`config.mk`:
```
export PLATFORM = sky130hd
export DESIGN_NAME = multi_seq_detect
export DESIGN_NICKNAME = d
export VERILOG_FILES = /design/src/rtl/multi_seq_detect.sv
export SDC_FILE = /design/constraint.sdc
export NUM_CORES = 1
export LEC_CHECK = 0
export ABC_AREA = 0
export CORE_ASPECT_RATIO = 1.5
export CORE_MARGIN = 1.5
export CORE_UTILIZATION = 44
export DETAILED_ROUTE_END_ITERATION = 8
export PLACE_DENSITY_LB_ADDON = 0.12
export SLEW_MARGIN = 30
export SYNTH_ARGS = -nofsm -noshare
export SYNTH_HDL_FRONTEND = slang
export SYNTH_SLANG_ARGS = --single-unit
```
`constraint.sdc`:
```
create_clock -name clock -period 1.6 [get_ports clock]
set_input_delay 0.16 -clock clock [delete_from_list [all_inputs] [get_ports clock]]
set_output_delay 0.16 -clock clock [all_outputs]
set_load 0.02 [all_outputs]
```
`src/rtl/multi_seq_detect.sv`:
```
// Serial multi-pattern detector: NUM_PAT runtime-programmable WIDTH-bit patterns on one bit stream.
// Latency: detected/hit_count are registered, one edge after the bit is accepted.
// No backpressure: a bit is consumed whenever in_valid is high. Optional MULTI_SEQ_HIT_COUNT_EN builds hit counters.
module multi_seq_detect #(
  parameter int WIDTH   = 4,
  parameter int NUM_PAT = 2,
  parameter int CNT_W   = 8,
  localparam int IW     = (NUM_PAT > 1) ? $clog2(NUM_PAT) : 1,
  localparam int FW     = $clog2(WIDTH + 1)
) (
  input  logic                     clock,
  input  logic                     reset_n,
  input  logic                     in,
  input  logic                     in_valid,
  input  logic                     clear,
  input  logic                     overlap,
  input  logic                     cfg_we,
  input  logic [IW-1:0]            cfg_idx,
  input  logic [WIDTH-1:0]         cfg_pattern,
  input  logic                     cfg_en,
  output logic [NUM_PAT-1:0]       detected,
  output logic [NUM_PAT*CNT_W-1:0] hit_count
);

  logic [WIDTH-1:0]   hist;
  logic [WIDTH-1:0]   cand;
  logic [WIDTH-1:0]   pat  [NUM_PAT];
  logic [NUM_PAT-1:0] en;
  logic [FW-1:0]      fill [NUM_PAT];
  logic [NUM_PAT-1:0] match;

  assign cand = {hist[WIDTH-2:0], in};

  // A channel matches when the current bit completes its pattern with enough fresh history behind it.
  always_comb begin
    match = '0;
    for (int k = 0; k < NUM_PAT; k++) begin
      match[k] = in_valid && en[k] && (fill[k] >= FW'(WIDTH - 1)) && (cand == pat[k]);
    end
  end

  // Shift register of accepted bits, newest at the LSB; clear drops the bit of the same cycle.
  always_ff @(posedge clock or negedge reset_n) begin
    if (!reset_n) begin
      hist <= '0;
    end else if (clear) begin
      hist <= '0;
    end else if (in_valid) begin
      hist <= cand;
    end
  end

  // Match pulses are registered and last exactly one cycle per accepted bit.
  always_ff @(posedge clock or negedge reset_n) begin
    if (!reset_n) begin
      detected <= '0;
    end else begin
      detected <= clear ? '0 : match;
    end
  end

  // Pattern and enable storage; clear leaves these intact.
  always_ff @(posedge clock or negedge reset_n) begin
    if (!reset_n) begin
      en <= '0;
      for (int k = 0; k < NUM_PAT; k++) pat[k] <= '0;
    end else if (cfg_we) begin
      for (int k = 0; k < NUM_PAT; k++) begin
        if (cfg_idx == IW'(k)) begin
          pat[k] <= cfg_pattern;
          en[k]  <= cfg_en;
        end
      end
    end
  end

  // Per-channel fill: counts fresh bits, restarts on reconfig or non-overlapping match.
  always_ff @(posedge clock or negedge reset_n) begin
    if (!reset_n) begin
      for (int k = 0; k < NUM_PAT; k++) fill[k] <= '0;
    end else begin
      for (int k = 0; k < NUM_PAT; k++) begin
        if (clear) begin
          fill[k] <= '0;
        end else if (cfg_we && (cfg_idx == IW'(k))) begin
          fill[k] <= '0;
        end else if (in_valid) begin
          if (match[k]) begin
            fill[k] <= overlap ? FW'(WIDTH) : '0;
          end else if (fill[k] != FW'(WIDTH)) begin
            fill[k] <= fill[k] + 1'b1;
          end
        end
      end
    end
  end

`ifdef MULTI_SEQ_HIT_COUNT_EN
  logic [CNT_W-1:0] cnt [NUM_PAT];

  // Saturating hit counters advance alongside the detected pulse.
  always_ff @(posedge clock or negedge reset_n) begin
    if (!reset_n) begin
      for (int k = 0; k < NUM_PAT; k++) cnt[k] <= '0;
    end else begin
      for (int k = 0; k < NUM_PAT; k++) begin
        if (clear) begin
          cnt[k] <= '0;
        end else if (match[k] && (cnt[k] != {CNT_W{1'b1}})) begin
          cnt[k] <= cnt[k] + 1'b1;
        end
      end
    end
  end

  for (genvar g = 0; g < NUM_PAT; g++) begin : g_hc
    assign hit_count[g*CNT_W +: CNT_W] = cnt[g];
  end
`else
  assign hit_count = '0;
`endif

endmodule

```
Word-level counts from Yosys, hierarchy flattened. Cells that the tools add are included.

Input port bits: 13. Bits in registers: 21. Word-level logic and storage cells: 48. Output and inout bits: 18.

Magnitude comparators: 2. Bitwise gates (word level): 1. Reductions and logical operators: 17. Add/subtract/negate cells: 2. Equality and inequality tests: 4. Mux-type cells: 14.

Operators by type and width (count): $mux W3 (13); $eq A4 B4 Y1 (2); $logic_and A1 B1 Y1 (8); $reduce_and A2 Y1 (4); $reduce_bool A4 Y1 (2); $add A3 B1 Y3 const B (2); $ge A3 B2 Y1 const B (2); $ne A3 B3 Y1 const B (2); $reduce_bool A3 Y1 (2); $mux W2 (1); $reduce_bool A2 Y1 (1); $not A1 Y1 (1).

Logic depth before layout (Yosys ltp). Gate-level depths: netlist of run 1.

Word-level depth: 7. Gate-level depth with buffers: 6. Mapped depth without buffers: 6.

Worst setup path before layout of run 1. OpenSTA, ideal clock, no wires.

Path kind: reg-to-reg. Start: register fill[0] in the netlist's numbering. End: register fill[2] in the netlist's numbering. Data arrival time: 1456 ps. Stages on the path, launching flop included: 7. Slack: 19 ps. Library setup time: 125 ps. Data required time: 1475 ps. Buffers on the path: 0. Clock period less this slack: 1581 ps. Path through: dfrtp_1 > ha_1 > ha_1 > a211o_1 > nand3_2 > nor3_4 > mux2_4.

Cells in the longest elaborated chain, start to end: 7. Elaborated cells on any way between the ends: 12. Classes of those cells: add/sub (1); order compare (1); eq/ne (1); mux (5); reduce/logical (4).

RTL lines: start, declared (line 29) `logic [FW-1:0] fill [NUM_PAT];`; start signal, assigned by index (line 89) `fill[k] <= overlap ? FW'(WIDTH) : '0;`; start signal, assigned by index (line 91) `fill[k] <= fill[k] + 1'b1;`; $ge A3 B2 Y1 (line 38) `match[k] = in_valid && en[k] && (fill[k] >= FW'(WIDTH - 1)) && (cand == pat[k]);`; $logic_and A1 B1 Y1 (2 in a row) (line 38); $mux W3 (line 88) `if (match[k]) begin`; $mux W3 (line 87) `end else if (in_valid) begin`; $mux W3 (line 85) `end else if (cfg_we && (cfg_idx == IW'(k))) begin`; $mux W3 (line 83) `if (clear) begin`.

Parallel ways exist; a longest one is shown, timed or not. The select of a mux whose other input is x is not followed. A chain may end at the register's enable or synchronous reset.

Final worst setup path of run 1.
Start: register fill[1] in the netlist's numbering. End: register fill[2] in the netlist's numbering.

Same word-level chain as after synthesis.

==> flow_summary.json, run 1 <==
{
  "end_kind": "flip-flop",
  "seq_area_frac_synth_pct": 41.2,
  "max_freq_ghz": 0.632,
  "cts_root_buf": "clkbuf_8",
  "dpl-instance-area_mm2": 0.00145,
  "syn_avg_cell_area_um2": 11.1,
  "grt_pass1_vias": 815,
  "hold_class": "in2async",
  "synth_cell_types": 28,
  "ys_warn_count": 0,
  "setup.worst_path.start_class": "flip-flop",
  "synth.cell_area_mm2": 0.00127,
  "grt_max_degree": 22,
  "finClkSkew_ns": 0.00357,
  "cts_tree": "yes",
  "setup-violations-final": 0,
  "die-area_mm2": 0.00324,
  "io_pins": 31,
  "antenna_found_initial": 0,
  "combPwrFrac_pct": 21.6,
  "cp_max_fo": 3,
  "power.switching_uw": 353,
  "crit_required_ns": 1.76,
  "final_common_cell": "dfrtp_1",
  "gp_congestion": 0.732,
  "layout_common_cells": "dfrtp_1 (21), conb_1 (16), clkdlybuf4s50_1 (14), buf_4 (13), mux2_2 (10)",
  "drtPass1Iterations": 3,
  "final_antenna_net_count": 0,
  "finalMaxSlewViolations": 0,
  "yosysTopAreaCellShare_pct": 41.2,
  "postLayoutCellArea_mm2": 0.00155,
  "cts.clk_slew.worst_paths_ns": 0.08,
  "drt-initial-drc-count": 1,
  "p_clk_share_pct": 28.6,
  "p_sw_share_pct": 28.6,
  "rows": 23,
  "nets": 162,
  "via_per_inst": 4.61,
  "fin_util_pct": 57.4,
  "r2r_start": "fill[1]",
  "rr_worst_depth": 6,
  "period_needed_ns": 1.58,
  "wirelength_um": 2170,
  "total_power_mw": 1.23,
  "track_usage_pct": 15.9,
  "hold_slack_ns": 0.242,
  "hpwlAfterDp_um": 1760,
  "fp.dieW_um": 47.0,
  "numCtsBuffers": 3,
  "drc": 0,
  "async_flop_share_pct": 100,
  "cts_buffer_depth": 2,
  "cp.arrival_ns": 1.74,
  "clkLatencyLatePin_ns": 0.26,
  "timing.final.crit_share_pct": 98.9,
  "htree_levels": 1,
  "core-area_mm2": 0.00271,
  "drive_gt1_share_pct": 29.6,
  "rsz0062_at_grt": "yes",
  "internal_power_uw": 882,
  "seqPwrFrac_pct": 49.8,
  "diodes": 0,
  "maxCapViolations": 0,
  "route.vias.total": 825,
  "die_h_um": 68.9,
  "hold_viol": 0,
  "reg2reg_slack_ns": 0.02,
  "grt-ovfl-total": 0,
  "synth_area_leader_cell": "dfrtp_1",
  "initial_core_util_pct": 47.1,
  "synthFlopType": "dfrtp_1",
  "outcome": "finished clean",
  "fin_setup_tns_ns": 0,
  "crit_type": "reg2reg",
  "area_delta_synth_final_pct": 21.9,
  "io_buffers": 14,
  "grt_pass1_wl_um": 3560,
  "netlist_instances": 115,
  "dp_cells": 171,
  "synth_area_leaders": "dfrtp_1 (41%), buf_4 (10%), mux2_2 (8.8%)",
  "dpl_worst_slack_ns": -0.00290,
  "drt-wirelength-per-cell_um": 12.1,
  "r2r-end": "fill[2]",
  "synth_edf_count": 0,
  "ys_ff_latch": 21,
  "setup_ws_ns": 0.0177,
  "final_cells": 179,
  "cts.sinks": 21,
  "powerDensity_mw_per_mm2": 795,
  "ir_drop_mv": 0.677,
  "leakage_nw": 0.712
}
-- cell usage after synthesis (all sizes together) (3+ instances only) --
| library cell | count |
|---|---|
| nand2 | 3 |
| xnor2 | 8 |
| ha | 6 |
| mux2 | 11 |
| nor4 | 4 |
| a21oi | 3 |
| buf | 19 |
| mux2i | 4 |
| inv | 8 |
| nor3 | 4 |
| nor2 | 8 |
| dfrtp | 21 |
-- what timing repair did --
action | CTS | global route
pin swaps | 2 | 10
hold buffers | 0 | 0
setup endpoints to repair | 5 | 7
buffers inserted | 2 | 2
gates resized for setup | 1 | 6
-- registers in the layout, indices dropped and copies added, names as in the netlist --
| register | cells |
|---|---|
| fill | 6 |
| detected | 2 |
| hist | 3 |
| pat | 8 |
| en | 2 |
-- routing by layer --
layer,vias up,GRT usage (%),share of wire (%)
li1,403,-,-
met1,395,18.0,37
met2,22,28.4,57
met3,5,1.56,3.0
met4,0,8.33,2.3
met5,-,0,0
-- kinds of logic (layout without fill, tap and decap cells) --
kind of cell	count (synthesis)	in the layout	share of synthesized area [%]
mux	15	15	13.2
buf+inv	27	39	13.2
other cells	1	16	0.294
flops	21	21	41.2
compound gates	10	10	5.10
fa+ha+maj	6	6	5.89
simple gates	25	25	13.1
xor+xnor	10	10	8.05
-- final cells by class --
cell class | count | area (um2)
clock buffer | 3 | 41.3
sequential | 21 | 526
inverter | 8 | 30.0
tap | 37 | 46.3
fill | 262 | 1150
timing repair buffer | 27 | 238
multi-input combinational | 82 | 668
clock inverter | 1 | 5.00
-- worst max path at each step --
stage | startpoint | slack [ns] | end
finish | fill[1] | 0.02 | fill[2]
detailed placement | fill[4] | -0.003 | fill[3]
global placement | fill[1] | 0.03 | fill[2]
global route | fill[3] | -0.08 | fill[3]
floorplan | fill[0] | 0.02 | fill[2]
CTS | fill[0] | 0.03 | fill[2]
-- power groups by stage --
stage	combinational [mW]	sequential [mW]	clock (mW)
6_report	0.267	0.614	0.354
5_1_grt	0.295	0.621	0.382
4_1_cts	0.267	0.615	0.362
3_5_place_dp	0.263	0.626	0
3_3_place_gp	0.256	0.624	0
2_1_floorplan	0.209	0.619	0
-- critical path, cell delays in order (launching register included) --
cell	delay, ns
dfrtp_1	0.40
ha_2	0.20
ha_4	0.15
a211o_1	0.28
nand3_2	0.10
nor3_4	0.05
mux2_4	0.29
Power figures use the tool's default switching activity.
==> run 2: changes to the inputs <==
ABC_CLOCK_PERIOD_IN_PS = 1600   (was unset)
==> results of run 2 <==
Final layout, timing and power as in run 1 (identical DEF).
